File: config.mk
export PLATFORM = sky130hd
export DESIGN_NAME = data_mem_sized
export DESIGN_NICKNAME = d
export VERILOG_FILES = /design/src/rtl/mem_pkg.sv /design/src/rtl/mem_lane_align.sv /design/src/rtl/data_mem_sized.sv
export SDC_FILE = /design/constraint.sdc
export NUM_CORES = 2
export LEC_CHECK = 0
export BUFFER_PORTS_ARGS = -buffer_cell sky130_fd_sc_hd__buf_2
export CAP_MARGIN = 15
export CORE_UTILIZATION = 42
export CTS_CLUSTER_DIAMETER = 200
export DETAILED_ROUTE_END_ITERATION = 10
export PLACE_DENSITY = 0.64
export SLEW_MARGIN = 30
export SYNTH_ARGS = -nofsm -noshare
export SYNTH_HDL_FRONTEND = slang
export SYNTH_SLANG_ARGS = --single-unit
File: constraint.sdc
create_clock -name clk -period 8.6 [get_ports clk]
set_input_delay 0.43 -clock clk [delete_from_list [all_inputs] [get_ports clk]]
set_output_delay 0.43 -clock clk [all_outputs]
set_load 0.01 [all_outputs]
File: src/rtl/mem_pkg.sv
// Shared definitions for the MEM-stage data memory: access sizes, control states
// and the alignment rule used by both the datapath and the control FSM.
package mem_pkg;

    localparam logic [1:0] SZ_BYTE = 2'b00;
    localparam logic [1:0] SZ_HALF = 2'b01;
    localparam logic [1:0] SZ_WORD = 2'b10;
    localparam logic [1:0] SZ_RSVD = 2'b11;

    typedef enum logic [1:0] {
        INIT = 2'd0,
        IDLE = 2'd1,
        WAIT = 2'd2,
        RESP = 2'd3
    } state_t;

    // The reserved size encoding always faults so it can never touch memory.
    function automatic logic is_misaligned(input logic [1:0] size, input logic [1:0] offset);
        logic fault;
        case (size)
            SZ_BYTE: fault = 1'b0;
            SZ_HALF: fault = offset[0];
            SZ_WORD: fault = |offset;
            default: fault = 1'b1;
        endcase
        return fault;
    endfunction

endpackage

File: src/rtl/mem_lane_align.sv
// Big-endian lane steering: merges store data into a word and extracts/extends
// load data from a word. Byte offset 0 maps to bits [31:24].
module mem_lane_align
    import mem_pkg::*;
(
    input  logic [31:0] old_word,
    input  logic [31:0] wdata,
    input  logic [31:0] rd_word,
    input  logic [1:0]  size,
    input  logic [1:0]  offset,
    input  logic        sign_ext,
    output logic [31:0] merged,
    output logic [31:0] rdata
);

    logic [7:0]  byte_sel_s;
    logic [15:0] half_sel_s;

    // Store path: replace only the addressed lane of the old word.
    always_comb begin
        merged = old_word;
        case (size)
            SZ_BYTE: begin
                case (offset)
                    2'd0:    merged[31:24] = wdata[7:0];
                    2'd1:    merged[23:16] = wdata[7:0];
                    2'd2:    merged[15:8]  = wdata[7:0];
                    2'd3:    merged[7:0]   = wdata[7:0];
                    default: merged        = old_word;
                endcase
            end
            SZ_HALF: begin
                if (offset[1]) begin
                    merged[15:0] = wdata[15:0];
                end else begin
                    merged[31:16] = wdata[15:0];
                end
            end
            SZ_WORD: merged = wdata;
            default: merged = old_word;
        endcase
    end

    // Load lane selection, before extension.
    always_comb begin
        byte_sel_s = 8'h00;
        case (offset)
            2'd0:    byte_sel_s = rd_word[31:24];
            2'd1:    byte_sel_s = rd_word[23:16];
            2'd2:    byte_sel_s = rd_word[15:8];
            2'd3:    byte_sel_s = rd_word[7:0];
            default: byte_sel_s = 8'h00;
        endcase
        if (offset[1]) begin
            half_sel_s = rd_word[15:0];
        end else begin
            half_sel_s = rd_word[31:16];
        end
    end

    // Right-justify and extend from the lane MSB; word loads pass through.
    always_comb begin
        rdata = 32'h0000_0000;
        case (size)
            SZ_BYTE: rdata = {{24{sign_ext & byte_sel_s[7]}}, byte_sel_s};
            SZ_HALF: rdata = {{16{sign_ext & half_sel_s[15]}}, half_sel_s};
            SZ_WORD: rdata = rd_word;
            default: rdata = 32'h0000_0000;
        endcase
    end

endmodule

File: src/rtl/data_mem_sized.sv
// MEM-stage data memory with programmable read latency, valid/ready handshake
// and a post-reset initialisation sweep over the whole word array.
module data_mem_sized
    import mem_pkg::*;
#(
    parameter int ADDR_W     = 8,
    parameter int LATENCY    = 1,
    parameter int INIT_WORDS = 10
) (
    input  logic        clk,
    input  logic        rst,
    input  logic        req_valid,
    output logic        req_ready,
    input  logic        we,
    input  logic [1:0]  size,
    input  logic        sign_ext,
    input  logic [31:0] addr,
    input  logic [31:0] wdata,
    output logic        rvalid,
    output logic [31:0] rdata,
    output logic        misalign,
    output logic        init_done
);

    localparam int IDX_W = ADDR_W - 2;
    localparam int DEPTH = 2 ** IDX_W;
    localparam int CNT_W = 4;

    logic [31:0]       mem_r [DEPTH];
    state_t            state_r, state_next_s;
    logic [IDX_W-1:0]  init_ptr_r;
    logic [CNT_W-1:0]  cnt_r, cnt_next_s;
    logic              accept_s;

    logic              we_r, sign_ext_r;
    logic [1:0]        size_r;
    logic [ADDR_W-1:0] addr_r;
    logic [31:0]       wdata_r;

    logic              cur_we_s, cur_sign_ext_s;
    logic [1:0]        cur_size_s;
    logic [ADDR_W-1:0] cur_addr_s;
    logic [31:0]       cur_wdata_s;
    logic [IDX_W-1:0]  cur_idx_s;

    logic [31:0]       rd_word_s, merged_s, lane_rdata_s, load_val_s;
    logic              err_s;

    logic              mem_we_s;
    logic [IDX_W-1:0]  mem_widx_s;
    logic [31:0]       mem_wdata_s;

    logic              req_ready_r, rvalid_r, misalign_r, init_done_r;
    logic [31:0]       rdata_r;
    logic              addr_unused_s;

    assign addr_unused_s = ^addr[31:ADDR_W];

    // In IDLE the response may be produced at the accept edge (LATENCY==1),
    // so the live request ports stand in for the not-yet-latched copy.
    always_comb begin
        if (state_r == IDLE) begin
            cur_we_s       = we;
            cur_size_s     = size;
            cur_sign_ext_s = sign_ext;
            cur_addr_s     = addr[ADDR_W-1:0];
            cur_wdata_s    = wdata;
        end else begin
            cur_we_s       = we_r;
            cur_size_s     = size_r;
            cur_sign_ext_s = sign_ext_r;
            cur_addr_s     = addr_r;
            cur_wdata_s    = wdata_r;
        end
    end

    assign cur_idx_s = cur_addr_s[ADDR_W-1:2];
    assign rd_word_s = mem_r[cur_idx_s];
    assign err_s     = is_misaligned(cur_size_s, cur_addr_s[1:0]);

    mem_lane_align u_lane (
        .old_word (rd_word_s),
        .wdata    (cur_wdata_s),
        .rd_word  (rd_word_s),
        .size     (cur_size_s),
        .offset   (cur_addr_s[1:0]),
        .sign_ext (cur_sign_ext_s),
        .merged   (merged_s),
        .rdata    (lane_rdata_s)
    );

    assign load_val_s = (cur_we_s || err_s) ? 32'h0000_0000 : lane_rdata_s;

    // Next-state logic for the init / handshake / latency FSM.
    always_comb begin
        state_next_s = state_r;
        cnt_next_s   = cnt_r;
        accept_s     = 1'b0;
        case (state_r)
            INIT: begin
                if (init_ptr_r == IDX_W'(DEPTH - 1)) begin
                    state_next_s = IDLE;
                end else begin
                    state_next_s = INIT;
                end
            end
            IDLE: begin
                if (req_valid) begin
                    accept_s = 1'b1;
                    if (LATENCY == 1) begin
                        state_next_s = RESP;
                    end else begin
                        state_next_s = WAIT;
                        cnt_next_s   = CNT_W'(LATENCY - 2);
                    end
                end else begin
                    state_next_s = IDLE;
                end
            end
            WAIT: begin
                if (cnt_r == {CNT_W{1'b0}}) begin
                    state_next_s = RESP;
                end else begin
                    cnt_next_s = cnt_r - {{(CNT_W-1){1'b0}}, 1'b1};
                end
            end
            RESP:    state_next_s = IDLE;
            default: state_next_s = INIT;
        endcase
    end

    // Control state, request latch and registered outputs.
    always_ff @(posedge clk) begin
        if (rst) begin
            state_r     <= INIT;
            init_ptr_r  <= {IDX_W{1'b0}};
            cnt_r       <= {CNT_W{1'b0}};
            we_r        <= 1'b0;
            size_r      <= 2'b00;
            sign_ext_r  <= 1'b0;
            addr_r      <= {ADDR_W{1'b0}};
            wdata_r     <= 32'h0000_0000;
            req_ready_r <= 1'b0;
            rvalid_r    <= 1'b0;
            rdata_r     <= 32'h0000_0000;
            misalign_r  <= 1'b0;
            init_done_r <= 1'b0;
        end else begin
            state_r <= state_next_s;
            cnt_r   <= cnt_next_s;
            if (state_r == INIT) begin
                init_ptr_r <= init_ptr_r + {{(IDX_W-1){1'b0}}, 1'b1};
            end
            if (state_r == INIT && state_next_s == IDLE) begin
                init_done_r <= 1'b1;
            end
            if (accept_s) begin
                we_r       <= we;
                size_r     <= size;
                sign_ext_r <= sign_ext;
                addr_r     <= addr[ADDR_W-1:0];
                wdata_r    <= wdata;
            end
            req_ready_r <= (state_next_s == IDLE);
            rvalid_r    <= (state_next_s == RESP);
            rdata_r     <= (state_next_s == RESP) ? load_val_s : 32'h0000_0000;
            misalign_r  <= (state_next_s == RESP) ? err_s : 1'b0;
        end
    end

    // Single write port: init sweep, or store commit on the edge leaving RESP.
    always_comb begin
        mem_we_s    = 1'b0;
        mem_widx_s  = {IDX_W{1'b0}};
        mem_wdata_s = 32'h0000_0000;
        if (rst) begin
            mem_we_s = 1'b0;
        end else begin
            case (state_r)
                INIT: begin
                    mem_we_s    = 1'b1;
                    mem_widx_s  = init_ptr_r;
                    mem_wdata_s = (32'(init_ptr_r) < 32'(INIT_WORDS)) ? 32'(init_ptr_r) : 32'h0000_0000;
                end
                RESP: begin
                    if (we_r && !err_s) begin
                        mem_we_s    = 1'b1;
                        mem_widx_s  = cur_idx_s;
                        mem_wdata_s = merged_s;
                    end else begin
                        mem_we_s = 1'b0;
                    end
                end
                default: mem_we_s = 1'b0;
            endcase
        end
    end

    // Word array storage.
    always_ff @(posedge clk) begin
        if (mem_we_s) begin
            mem_r[mem_widx_s] <= mem_wdata_s;
        end
    end

    assign req_ready = req_ready_r;
    assign rvalid    = rvalid_r;
    assign rdata     = rdata_r;
    assign misalign  = misalign_r;
    assign init_done = init_done_r;

endmodule

* Word-level counts from Yosys, hierarchy flattened
Memory sizes are Yosys's and may differ from the RTL's.
Index checks and enable logic that the tools add are counted.
W data, S select, Z words.
** Word-level totals
- Bits in writable memories :: 2048
- Output and inout port bits :: 36
- Latch bits :: 0
- Input bits :: 71
- Memories kept :: 1
- Logic and storage cells :: 78
- Register bits :: 92
- Bits in read-only memories :: 0
** Memories
- mem_r :: depth 64, bits a word 32, read ports 1, clocked after memory_dff 0, wr ports 1, RTL line data_mem_sized.sv:29 : logic [31:0] mem_r [DEPTH];
** Operators by class
- Mux-type cells :: 34
- Div/mod/pow operators :: 0
- Bitwise logic cells :: 4
- Multipliers :: 0
- Shift operators :: 0
- Reduce and logical (&&, ||, !) cells :: 12
- Add/sub/neg operators :: 2
- Equality and inequality tests :: 11
- Magnitude comparators :: 1
** Operator list (number)
- $pmux W32 S3 :: 2
- $mux W32 :: 3
- $pmux W32 S2 :: 1
- $mux W16 :: 3
- $mux W8 :: 5
- $pmux W8 S4 :: 1
- $mux W6 :: 3
- $eq A2 B2 Y1 const B :: 6
- $pmux W6 S2 :: 1
- $mux W1 :: 9
- $eq A2 B1 Y1 const B :: 4
- $pmux W2 S4 :: 1
- $add A6 B1 Y6 const B :: 1
- $eq A6 B6 Y1 const B :: 1
- $logic_not A2 Y1 :: 3
- $lt A6 B4 Y1 const B :: 1
- $mux W2 :: 3
- $logic_not A4 Y1 :: 1
- $reduce_or A2 Y1 :: 2
- $sub A4 B1 Y4 const B :: 1
- $pmux W1 S3 :: 1
- $reduce_or A3 Y1 :: 1
- $and A1 B1 Y1 :: 2
- $logic_and A1 B1 Y1 :: 2
- 5 further kinds :: 6

* Depth between registers and ports, before layout
- Depth in word-level cells :: 11
- Depth in mapped cells :: 18
- Gate-level depth less buffers :: 11

* Hierarchy
From an unflattened synthesis, not the netlist that was laid out.
** Unflattened totals
- Cell total of the unflattened synthesis :: 8092
- Area, all modules :: 96296.1 µm²
** Modules (own cells, without submodules)
- data_mem_sized :: cells each 7871, seq. area each 63340.7 µm², area an instance 94650.8 µm², times used 1
- mem_lane_align :: cells each 221, seq. area each 0.0 µm², area an instance 1645.3 µm², times used 1

* Least setup slack after synthesis
No wires, ideal clock.
- Path kind :: reg2reg
- Start :: register state_r[1]
- End :: memory mem_r[0][16], data pin
- Cell stages (with the launch flop) :: 18
- Clock period less this slack :: 6.006 ns
- Library setup time :: 0.702 ns
- Path buffers :: 6
- Required time :: 7.898 ns
- Setup slack :: 2.594 ns
- Data arrival time :: 5.304 ns
- Cells stage by stage :: dfxtp_1 -> inv_1 -> ha_1 -> buf_6 -> mux2_4 -> buf_6 -> buf_12 -> buf_6 -> buf_6 -> buf_4 -> mux2i_1 -> a221oi_1 -> o21ai_0 -> a21oi_1 -> o21ai_0 -> nor2_1 -> a21oi_1 -> o21ai_0
** On the way
- Longest elaborated chain between the ends :: 9
- Elaborated cells on any way between the ends :: 21
- Classes of those cells :: eq/ne: 5; mux: 10; reduce/logical: 5; memory: 1
** RTL lines
- from (decl) :: RTL line data_mem_sized.sv:30 : state_t state_r, state_next_s;
- from (signal assigned) :: RTL line data_mem_sized.sv:149 : state_r <= state_next_s;
- branches (longest 7 deep; another with $mem_v2 Z64 W32)
- $pmux W32 S2 (*) :: RTL line data_mem_sized.sv:179 : case (state_r)
- $mux W32 (*) :: RTL line data_mem_sized.sv:176 : if (rst) begin
- named net mem_wdata_s[16] :: RTL line data_mem_sized.sv:51 : logic [31:0] mem_wdata_s;
- to (decl) :: RTL line data_mem_sized.sv:29
Mark *: on every way through the listed nets, which the timed path passes.

* Worst setup path in the final report
- Start :: register state_r[1]
- End :: memory mem_r[28][26], data pin
The elaborated chain is that of the path after synthesis.

==> impl_metrics.json <==
{
  "outcome": "complete, no violations",
  "cp_max_fo": 149,
  "port_buffers": 82,
  "clockBufferDepth": 3,
  "root_buffer": "clkbuf_16",
  "synth_fp_nets": 6099,
  "fin_area_sq_mm": 0.102,
  "netlist_top_cells_area": "edfxtp_1 (69%), mux4_2 (5.7%), nand2_1 (3.0%)",
  "via_per_inst": 6.43,
  "placedCellCount": 8718,
  "die_w_um": 464,
  "ys_seq_elements": 2140,
  "area_delta_synth_final_pct": 13.4,
  "fin_nets": 6232,
  "synth_area_sq_mm": 0.0895,
  "vias": 58800,
  "end_kind": "register",
  "drtIter0Drc": 8609,
  "setup_tns_ps": 0,
  "clk_latency_ps": 880,
  "ios": 107,
  "maxCapViolCount": 0,
  "skew_ps": 30.8,
  "grt_pass1_vias": 55500,
  "fill_cells": 17800,
  "synth_top_area_share_pct": 68.7,
  "grt_antenna_before_repair": 12,
  "crit_required_ps": 9170,
  "wl_per_cell_um": 31.5,
  "grt_max_degree": 150,
  "cp_data_arrival_time_ps": 6720,
  "multi_input_area_sq_mm": 0.0248,
  "netlist-cell-type-count": 93,
  "fin_crit_ps": 6150,
  "routabilityCongestion": 0.903,
  "start_util_pct": 42.3,
  "grt_pass1_wl_um": 408000,
  "synth_commonest_cells": "edfxtp_1 (2048), nand2_1 (713), nor2_1 (355), a21oi_1 (313), o21ai_0 (256)",
  "ant_nets": 0,
  "maxSlewViolCount": 0,
  "powerDensity_mw_per_mm2": 201,
  "ctsResizeCount": 0,
  "synth_ff_type": "edfxtp_1",
  "hold_path_class": "in -> reg",
  "grt.overflow.total": 0,
  "ys_async_sr_fraction_pct": 0,
  "fin_crit_sh_pct": 71.5,
  "die-area_sq_mm": 0.215,
  "worstMarginPinSlew_ps": 1160,
  "tritoncts.num_buffers": 205,
  "dieHeight_um": 464,
  "clock_sink_count": 2140,
  "regArea_sq_mm": 0.0633,
  "syn_avg_cell_area_sq_um": 14.9,
  "drt-total-wl_um": 288000,
  "yosysWarnings": 0,
  "yosysMostFrequentCell": "edfxtp_1",
  "post-cts-setup-buffer-count": 0,
  "cts_tree": "done",
  "synth-edff-count": 2048,
  "holdBufCountCts": 43,
  "rsz0062_at_grt": "no",
  "fin_cells": 9157,
  "synth_cells": 6021,
  "ys_seq_area_share_pct": 70.8,
  "max_freq_ghz": 0.163,
  "drive_gt1_share_pct": 16.4,
  "crit_type": "reg -> reg",
  "placed_cell_area_sq_mm": 0.0944,
  "dr.pass1.iters": 7,
  "synth_top_cell_by_area": "edfxtp_1",
  "htree_num_levels": 4,
  "crit_path_start_kind": "register",
  "grt_usage_pct": 26.3,
  "vdd_drop_max_mv": 0.192,
  "setup_violations": 0,
  "finalHoldViolCount": 0,
  "clk_pin_slew_worst_paths_ps": 70,
  "rows": 169,
  "core_sq_mm": 0.212,
  "drc": 0,
  "dp_hpwl_um": 164000,
  "relSlewSlack_pct": 22.2,
  "power.leakage_nw": 30.4,
  "hold_ws_ps": 125
}
==> final cells by class <==
cell class / count / area share (%)
clock buffer: 248 / 5.26
antenna: 5 / 0.0123
timing repair buffer: 363 / 3.15
sequential: 2140 / 62.4
inverter: 28 / 0.105
tap: 2821 / 3.48
multi-input combinational: 3416 / 24.4
clock inverter: 136 / 1.14
==> state kept, by name, summed over array words and instances, names as in the netlist <==
| name | count |
|---|---|
| addr_r | 8 |
| rvalid | 1 |
| rdata | 32 |
| size_r | 2 |
| we_r | 1 |
| init_done | 1 |
| sign_ext_r | 1 |
| wdata_r | 32 |
| mem_r | 2048 |
| req_ready | 1 |
| cnt_r | 4 |
| state_r | 2 |
| misalign | 1 |
| init_ptr_r | 6 |
==> worst max-delay path, stage by stage, from the launching register on <==
cell and delay (ps):
dfxtp_1 350, inv_1 120, ha_4 280, buf_12 550, mux2i_4 330, buf_4 620, buf_4 710, nand2_1 150
nor4b_1 180, a311oi_1 320, o21ai_0 160, a211o_1 410, nand3_1 440, o21ai_0 240, a21oi_4 200, buf_4 590
==> worst paths after layout <==
kind	from	end	slack (ps)	cells past startpoint
worst min-delay path	addr[2]	addr_r[2]	120	3
worst max-delay path	state_r[1]	mem_r[28][26]	2450	15
worst min register to register	wdata_r[24]	wdata_r[24]	460	2
worst max register to register	state_r[1]	mem_r[28][26]	2450	15
==> cells by family (layout without fill, tap and decap cells) <==
kind of cell    after synthesis  count (layout)  synth area share, %
buf+inv                     465             775                 2.76
flops                      2140            2140                 70.8
simple gates               1566            1566                 7.72
xor+xnor                      8               8               0.0783
fa+ha+maj                     7               7               0.0978
mux                         398             398                 7.71
compound gates             1437            1437                 10.9
other cells                   0               5                    0
==> per-layer routing <==
| layer | GRT usage (%) | routed length [um] | up-vias |
|---|---|---|---|
| li1 | - | - | 24100 |
| met1 | 35.8 | 108000 | 29900 |
| met2 | 40.3 | 131000 | 4132 |
| met3 | 6.30 | 36700 | 702 |
| met4 | 10.8 | 12900 | 4 |
| met5 | 0 | 22 | - |
==> report_power, final <==
part / switching, mW / internal (mW) / total (mW)
logic: 0.221 / 0.0833 / 0.304
clock network: 4.02 / 4.79 / 8.81
registers: 0.0105 / 11.3 / 11.3
total: 4.25 / 16.2 / 20.4
==> cell usage in the layout (no fill, tap or decap), drive strengths merged, types with 47 or more instances in the layout <==
master and n:
mux4 228, mux2i 139, edfxtp 2048, a221oi 80
o21ai 267, clkinv 106, dfxtp 92, o211ai 141
nand3 192, nor3 67, a211oi 84, o22ai 79
nand2 713, a31oi 63, nor2b 70, nand4 47
clkbuf 248, a21oi 313, nor2 358, buf 320
==> through the flow <==
step / setup WS (ps) / total power [mW] / util [%]
after detailed placement: 2430 / 11.8 / 44.6
after floorplan: 2590 / 11.6 / -
after global routing: 2250 / 20.9 / 47.9
after CTS: 2390 / 20.5 / 47.8
after global placement: 2590 / 11.8 / 44.4
final: 2450 / 20.4 / 47.9
(Power assumes the default switching activity.)
